===== src/rtl/capture_pkg.sv =====
// Shared types and register layout for the capture sequencer.
// Control and status bit positions live here so firmware headers can mirror them.
package capture_pkg;

  typedef enum logic [1:0] {
    IDLE = 2'd0,
    ARM  = 2'd1,
    RUN  = 2'd2,
    DONE = 2'd3
  } cap_state_t;

  localparam int unsigned PixCntW = 10;

  // CTRL register fields
  localparam int unsigned CtrlStartBit = 0;
  localparam int unsigned CtrlAbortBit = 1;
  localparam int unsigned CtrlContBit  = 2;

  // STAT register fields
  localparam int unsigned StatBusyBit    = 0;
  localparam int unsigned StatDoneBit    = 1;
  localparam int unsigned StatTimeoutBit = 2;
  localparam int unsigned StatContBit    = 3;
  localparam int unsigned StatStateLsb   = 4;
  localparam int unsigned StatPixLsb     = 16;

  function automatic logic [31:0] status_word(
    input logic                busy,
    input logic                done,
    input logic                timeout,
    input logic                cont,
    input cap_state_t          state,
    input logic [PixCntW-1:0]  pix
  );
    logic [31:0] w;
    w = '0;
    w[StatBusyBit]              = busy;
    w[StatDoneBit]              = done;
    w[StatTimeoutBit]           = timeout;
    w[StatContBit]              = cont;
    w[StatStateLsb +: 2]        = state;
    w[StatPixLsb +: PixCntW]    = pix;
    return w;
  endfunction

endpackage


===== src/rtl/capture_timeout_ctr.sv =====
// Loadable up-counter bounding the RUN phase; tc flags the last allowed cycle.
module capture_timeout_ctr #(
  parameter int unsigned TIMEOUT_CYC = 2_000_000
) (
  input  logic clk,
  input  logic rst,
  input  logic load,
  input  logic en,
  output logic tc
);

  localparam int unsigned CntW = (TIMEOUT_CYC > 2) ? $clog2(TIMEOUT_CYC) : 1;
  localparam logic [CntW-1:0] TcVal = CntW'(TIMEOUT_CYC - 1);

  logic [CntW-1:0] cnt_q;

  always_ff @(posedge clk) begin
    if (rst) begin
      cnt_q <= '0;
    end else if (load) begin
      cnt_q <= '0;
    end else if (en) begin
      cnt_q <= cnt_q + 1'b1;
    end
  end

  assign tc = (cnt_q == TcVal);

endmodule


===== src/rtl/capture_sequencer.sv =====
// CPU-commanded capture controller: arms on CTRL write, starts the compressor on
// the next frame origin, counts pixel writes and flags completion or timeout.
module capture_sequencer
  import capture_pkg::*;
#(
  parameter int unsigned NUM_PIX     = 784,
  parameter int unsigned TIMEOUT_CYC = 2_000_000,
  parameter logic [31:0] CTRL_ADDR   = 32'h0000_C008,
  parameter logic [31:0] STAT_ADDR   = 32'h0000_C009
) (
  input  logic        clk,
  input  logic        rst,
  input  logic [31:0] addr,
  input  logic        re,
  input  logic        we,
  input  logic [31:0] wdata,
  output logic [31:0] rdata,
  output logic        sel,
  input  logic        frame_sync,
  input  logic        pix_wr,
  output logic        compress_start,
  output logic        capture_busy,
  output logic        done_irq
);

  localparam logic [PixCntW-1:0] PixMax  = PixCntW'(NUM_PIX);
  localparam logic [PixCntW-1:0] PixLast = PixCntW'(NUM_PIX - 1);

  cap_state_t          state_q;
  logic                done_q;
  logic                timeout_q;
  logic                cont_q;
  logic [PixCntW-1:0]  pix_cnt_q;

  logic ctrl_wr, wr_start, wr_abort, wr_cont;
  logic run_start, pix_last, tmo_tc;
  logic unused_wdata;

  assign ctrl_wr  = we && (addr == CTRL_ADDR);
  assign wr_start = ctrl_wr && wdata[CtrlStartBit];
  assign wr_abort = ctrl_wr && wdata[CtrlAbortBit];
  assign wr_cont  = wdata[CtrlContBit];
  assign unused_wdata = ^wdata[31:3];

  assign run_start = (state_q == ARM) && frame_sync && !wr_abort;
  assign pix_last  = pix_wr && (pix_cnt_q == PixLast);

  capture_timeout_ctr #(
    .TIMEOUT_CYC (TIMEOUT_CYC)
  ) u_timeout_ctr (
    .clk  (clk),
    .rst  (rst),
    .load (run_start),
    .en   (state_q == RUN),
    .tc   (tmo_tc)
  );

  always_ff @(posedge clk) begin
    if (rst) begin
      state_q        <= IDLE;
      done_q         <= 1'b0;
      timeout_q      <= 1'b0;
      cont_q         <= 1'b0;
      pix_cnt_q      <= '0;
      compress_start <= 1'b0;
      capture_busy   <= 1'b0;
      done_irq       <= 1'b0;
    end else begin
      compress_start <= 1'b0;
      done_irq       <= 1'b0;
      if (ctrl_wr) begin
        cont_q <= wr_cont;
      end
      if (wr_abort) begin
        // Abort freezes the count and sticky flags so firmware can inspect them.
        state_q      <= IDLE;
        capture_busy <= 1'b0;
      end else begin
        unique case (state_q)
          IDLE, DONE: begin
            // cont_q here is the value latched before this cycle's write.
            if (wr_start || ((state_q == DONE) && cont_q)) begin
              state_q      <= ARM;
              done_q       <= 1'b0;
              timeout_q    <= 1'b0;
              pix_cnt_q    <= '0;
              capture_busy <= 1'b1;
            end
          end
          ARM: begin
            if (frame_sync) begin
              state_q        <= RUN;
              compress_start <= 1'b1;
            end
          end
          RUN: begin
            if (pix_wr && (pix_cnt_q != PixMax)) begin
              pix_cnt_q <= pix_cnt_q + 1'b1;
            end
            if (pix_last) begin
              state_q      <= DONE;
              done_q       <= 1'b1;
              done_irq     <= 1'b1;
              capture_busy <= 1'b0;
            end else if (tmo_tc) begin
              state_q      <= DONE;
              done_q       <= 1'b0;
              timeout_q    <= 1'b1;
              done_irq     <= 1'b1;
              capture_busy <= 1'b0;
            end
          end
          default: begin
            state_q      <= IDLE;
            capture_busy <= 1'b0;
          end
        endcase
      end
    end
  end

  assign sel = re && (addr == STAT_ADDR);

  always_comb begin
    rdata = '0;
    if (sel) begin
      rdata = status_word(capture_busy, done_q, timeout_q, cont_q, state_q, pix_cnt_q);
    end
  end

endmodule


===== config.mk =====
export PLATFORM = sky130hd
export DESIGN_NAME = capture_sequencer
export DESIGN_NICKNAME = d
export VERILOG_FILES = /design/src/rtl/capture_pkg.sv /design/src/rtl/capture_timeout_ctr.sv /design/src/rtl/capture_sequencer.sv
export SDC_FILE = /design/constraint.sdc
export NUM_CORES = 1
export LEC_CHECK = 0
export ABC_AREA = 1
export CAP_MARGIN = 5
export CORE_MARGIN = 10
export CORE_UTILIZATION = 36
export CTS_CLUSTER_DIAMETER = 80
export CTS_CLUSTER_SIZE = 24
export DETAILED_ROUTE_END_ITERATION = 8
export HOLD_SLACK_MARGIN = 0.1
export PLACE_DENSITY = 0.69
export SLEW_MARGIN = 10
export SYNTH_ARGS = -nofsm -noshare
export SYNTH_HDL_FRONTEND = slang
export SYNTH_SLANG_ARGS = --single-unit

===== constraint.sdc =====
create_clock -name clk -period 3.4 [get_ports clk]
set_input_delay 0.68 -clock clk [delete_from_list [all_inputs] [get_ports clk]]
set_output_delay 0.68 -clock clk [all_outputs]
set_load 0.005 [all_outputs]

==> reports/qor.csv <==
stage,metric,value,unit
synth,Post-Syn Area,0.00257,mm^2
critical_path,"Max FO, Critical Path",14,
critical_path,Max stage delay on crit path,0.52,ns
place,HPWL after DPL,4940,um
pwr,Lkg Pwr,0.00128,uW
synth,mux contribution to synthesized area,0,
synth,xor/xnor share of the synthesized area,0.0409,
clocking,TritonCTS buffer count,5,
pwr,combinational group share of total power,0.439,
floorplanning,Rows,30,
synth,post-synthesis cell count,385,
pwr,total chip power,1650,uW
sta,Final Critical Period,3.20,ns
pwr,P_int,939,uW
synth,adder-cell share of the synthesized area,0.0341,
floorplanning,core box area,0.00687,mm^2
global_route,first-pass GRT wire length,10300,um
sta,number of setup violations in the final report,0,
drt,first-iteration detailed-routing DRC count,92,
synth,"EDFF count, synth",0,
critical_path,Worst Setup SP,addr[14],
finish,Layout Cells excl Fill,544,
finish,Antenna Cells,0,
place,global placement routability congestion,0.818,
drt,Remaining DRCs,0,
floorplanning,Ports,106,
clocking,H-tree Lvls,2,
critical_path,RR Startpoint,state_q[0],
finish,proportion of layout cells with a drive suffix above 1,0.105,
drt,First-pass DRT Iterations,4,
global_route,GR Util All Layers,0.111,
sta,Setup TNS,0,ns
drt,DR vias,2467,
clocking,CTS Buffer Depth,2,
sta,Hold WS,0.476,ns
finish,Multi-input gate area,0.00151,mm^2
critical_path,crit start category,primary input,
global_route,largest net degree at the start of global routing,21,
synth,largest family of logic cells by synthesized area,simple AND/OR/NAND/NOR gates,
place,port bufs,60,
sta,clk_skew,0.00358,ns
synth,"flops & latches, synth",39,
worst_hold_path,critical hold path startpoint,done_q,
global_route,GRT overflow,0,
finish,Layout fillers,681,
critical_path,critical path class,in -> out,
synth,Post-synth ARST share,0,
sta,f_max,0.312,GHz
worst_hold_path,Cells on Worst Hold Path,2,
critical_path,CP Data Required Time,2.72,ns
place,placed cells,536,
synth,area fraction in compound gates after synthesis,0.0496,
worst_hold_path,Hold/Removal Path Class,reg -> reg,
synth,post-synthesis sequential area ratio,0.304,
floorplanning,Chip Height,105,um
sta,period utilisation layout,0.942,
synth,Netlist cell types,33,
place,dpl ws,0.140,ns
floorplanning,Starting Density,0.374,
drt,antenna-violating nets left,0,
sta,Final Hold Vio Count,0,
global_route,initial antenna violation count,0,
critical_path,reg2reg path depth,12,
critical_path,CP endpoint kind,primary output,
critical_path,crit-path cells,clkdlybuf4s50_1 > inv_1 > nor2_1 > nand2_1 > nor2_1 > nand2_1 > nor2_4 > nand3_2 > buf_6 > nor2_1 > clkdlybuf4s50_1,
clocking,Clock Tree Root,clkbuf_8,
clocking,CTS sink cnt,39,
drt,final WL,6250,um
synth,Post-Syn Area per Cell,6.68,um^2
drt,DR vias/cell,4.53,
pwr,Sw Ratio,0.431,
synth,Simple-Gate Fraction of Synth Area,0.437,
finish,area grow syn2layout,28.7,%
pwr,maximum VDD drop,0.230,mV
critical_path,crit path DAT,2.52,ns
sta,max-slew violation count,0,
critical_path,most frequent CP cell,nor2_1,
critical_path,slowest cell on the critical path,clkdlybuf4s50_1,
sta,setup ws final,0.199,ns
run_status,outcome,completed,
finish,"Net count, final",524,
pwr,Pwr per Cell Area,498,mW/mm^2
floorplanning,DIE WIDTH,105,um
job,maxcap violations,0,
clocking,clock latency at the later pin of the worst-skew pair,0.29,ns
pwr,sequential power share,0.375,
clocking,Clock transition at path regs,0.08,ns
global_route,vias in the first global route,2248,
clocking,hold_buf cts,0,
clocking,TritonCTS clock tree,built,
pwr,power share of the clock group,0.186,
floorplanning,Die Area,0.0109,mm^2
finish,Reg area,781,um^2
synth,Yosys warning total,0,
drt,WL/cell,11.5,um
synth,ys flop type,dfxtp_1,
pwr,Switch Pwr,709,uW
power by group through the flow:
stage          combinational [uW]  clock, uW  sequential (uW)
2_1_floorplan                 576          0              607
3_3_place_gp                  705          0              625
3_5_place_dp                  719          0              628
4_1_cts                       722        315              617
5_1_grt                       841        334              630
6_report                      724        307              618
registers in the layout (all words and copies together) (netlist names):
signal               flops
u_timeout_ctr.cnt_q     21
pix_cnt_q               10
state_q                  2
capture_busy             1
compress_start           1
cont_q                   1
done_irq                 1
done_q                   1
timeout_q                1
metal layers:
layer / share of wire / global-route usage / vias to the layer above / wire length [um]
li1: - / - / 1304 / -
met1: 0.44 / 0.132 / 1080 / 2740
met2: 0.46 / 0.177 / 72 / 2880
met3: 0.080 / 0.0409 / 11 / 499
met4: 0.020 / 0.0427 / 0 / 127
met5: 0 / 0 / - / 0
cell families (layout without fill, tap and decap cells):
group,after synthesis,in the layout
buffers and inverters,72,120
and+or+nand+nor,230,230
adders and majority gates,7,7
DFF,39,39
other,1,16
xor gates and xnor gates,12,12
AOI/OAI and AO/OA,24,24
through the flow:
| stage | instance area, um^2 | utilization |
|---|---|---|
| after floorplan | 2630 | - |
| after global placement | 3220 | 0.468 |
| after detailed placement | 3220 | 0.468 |
| after CTS | 3300 | 0.480 |
| after global routing | 3310 | 0.482 |
| final | 3310 | 0.482 |
critical path: cells and delay by family:
kind          cells  cell delay, ns
buf+inv           4            1.16
simple gates      7            0.66
cells in the mapped netlist (2+ instances only):
| library cell | number | area share |
|---|---|---|
| nand4_1 | 14 | 0.034 |
| inv_2 | 4 | 0.0058 |
| nor3b_2 | 5 | 0.024 |
| buf_4 | 17 | 0.050 |
| inv_1 | 44 | 0.064 |
| nand3_1 | 17 | 0.033 |
| a21oi_1 | 11 | 0.021 |
| nor2_4 | 6 | 0.026 |
| a31oi_1 | 2 | 0.0049 |
| ha_1 | 7 | 0.034 |
| o21ai_0 | 9 | 0.018 |
| nand2_2 | 7 | 0.017 |
| xor2_1 | 10 | 0.034 |
| nor3_2 | 2 | 0.0078 |
| nand3_2 | 6 | 0.023 |
| nor2_2 | 3 | 0.0073 |
| clkbuf_1 | 5 | 0.0073 |
| xnor2_1 | 2 | 0.0068 |
| dfxtp_1 | 39 | 0.30 |
| nand2_1 | 64 | 0.093 |
| nor2_1 | 92 | 0.13 |
| nor3_1 | 8 | 0.016 |
final timing paths:
path                                                end  slack [ns]
worst max-delay path                          rdata[17]        0.20
worst min-delay path                             done_q        0.48
worst max register to register  u_timeout_ctr.cnt_q[17]        1.38
worst min register to register                   done_q        0.48
repair_timing:
| action | in CTS | in global routing |
|---|---|---|
| buffers inserted | 0 | 0 |
| gates resized for setup | 0 | 3 |
| setup endpoints to repair | 0 | 9 |
layout by cell type (no fill, tap or decap), types with 4 or more instances in the layout:
master / n
nand4_1: 14
inv_2: 4
nand2_1: 64
nor2_4: 6
ha_1: 7
nand2_2: 7
clkdlybuf4s50_1: 59
nor3_1: 8
clkbuf_8: 5
nor3b_2: 5
o21ai_0: 9
nor2_1: 92
inv_1: 44
nand3_2: 7
a21oi_1: 11
dfxtp_1: 39
xor2_1: 10
nand3_1: 16
conb_1: 16
final cells by class:
cell class,count,area share
well taps,96,0.0363
inverters,48,0.0545
clock inverters,1,0.00151
multi-input cells,289,0.456
repair buffers,64,0.193
flip-flops and latches,39,0.236
clock buffers,7,0.0231
Note: power is estimated with default switching activity, not from simulation.
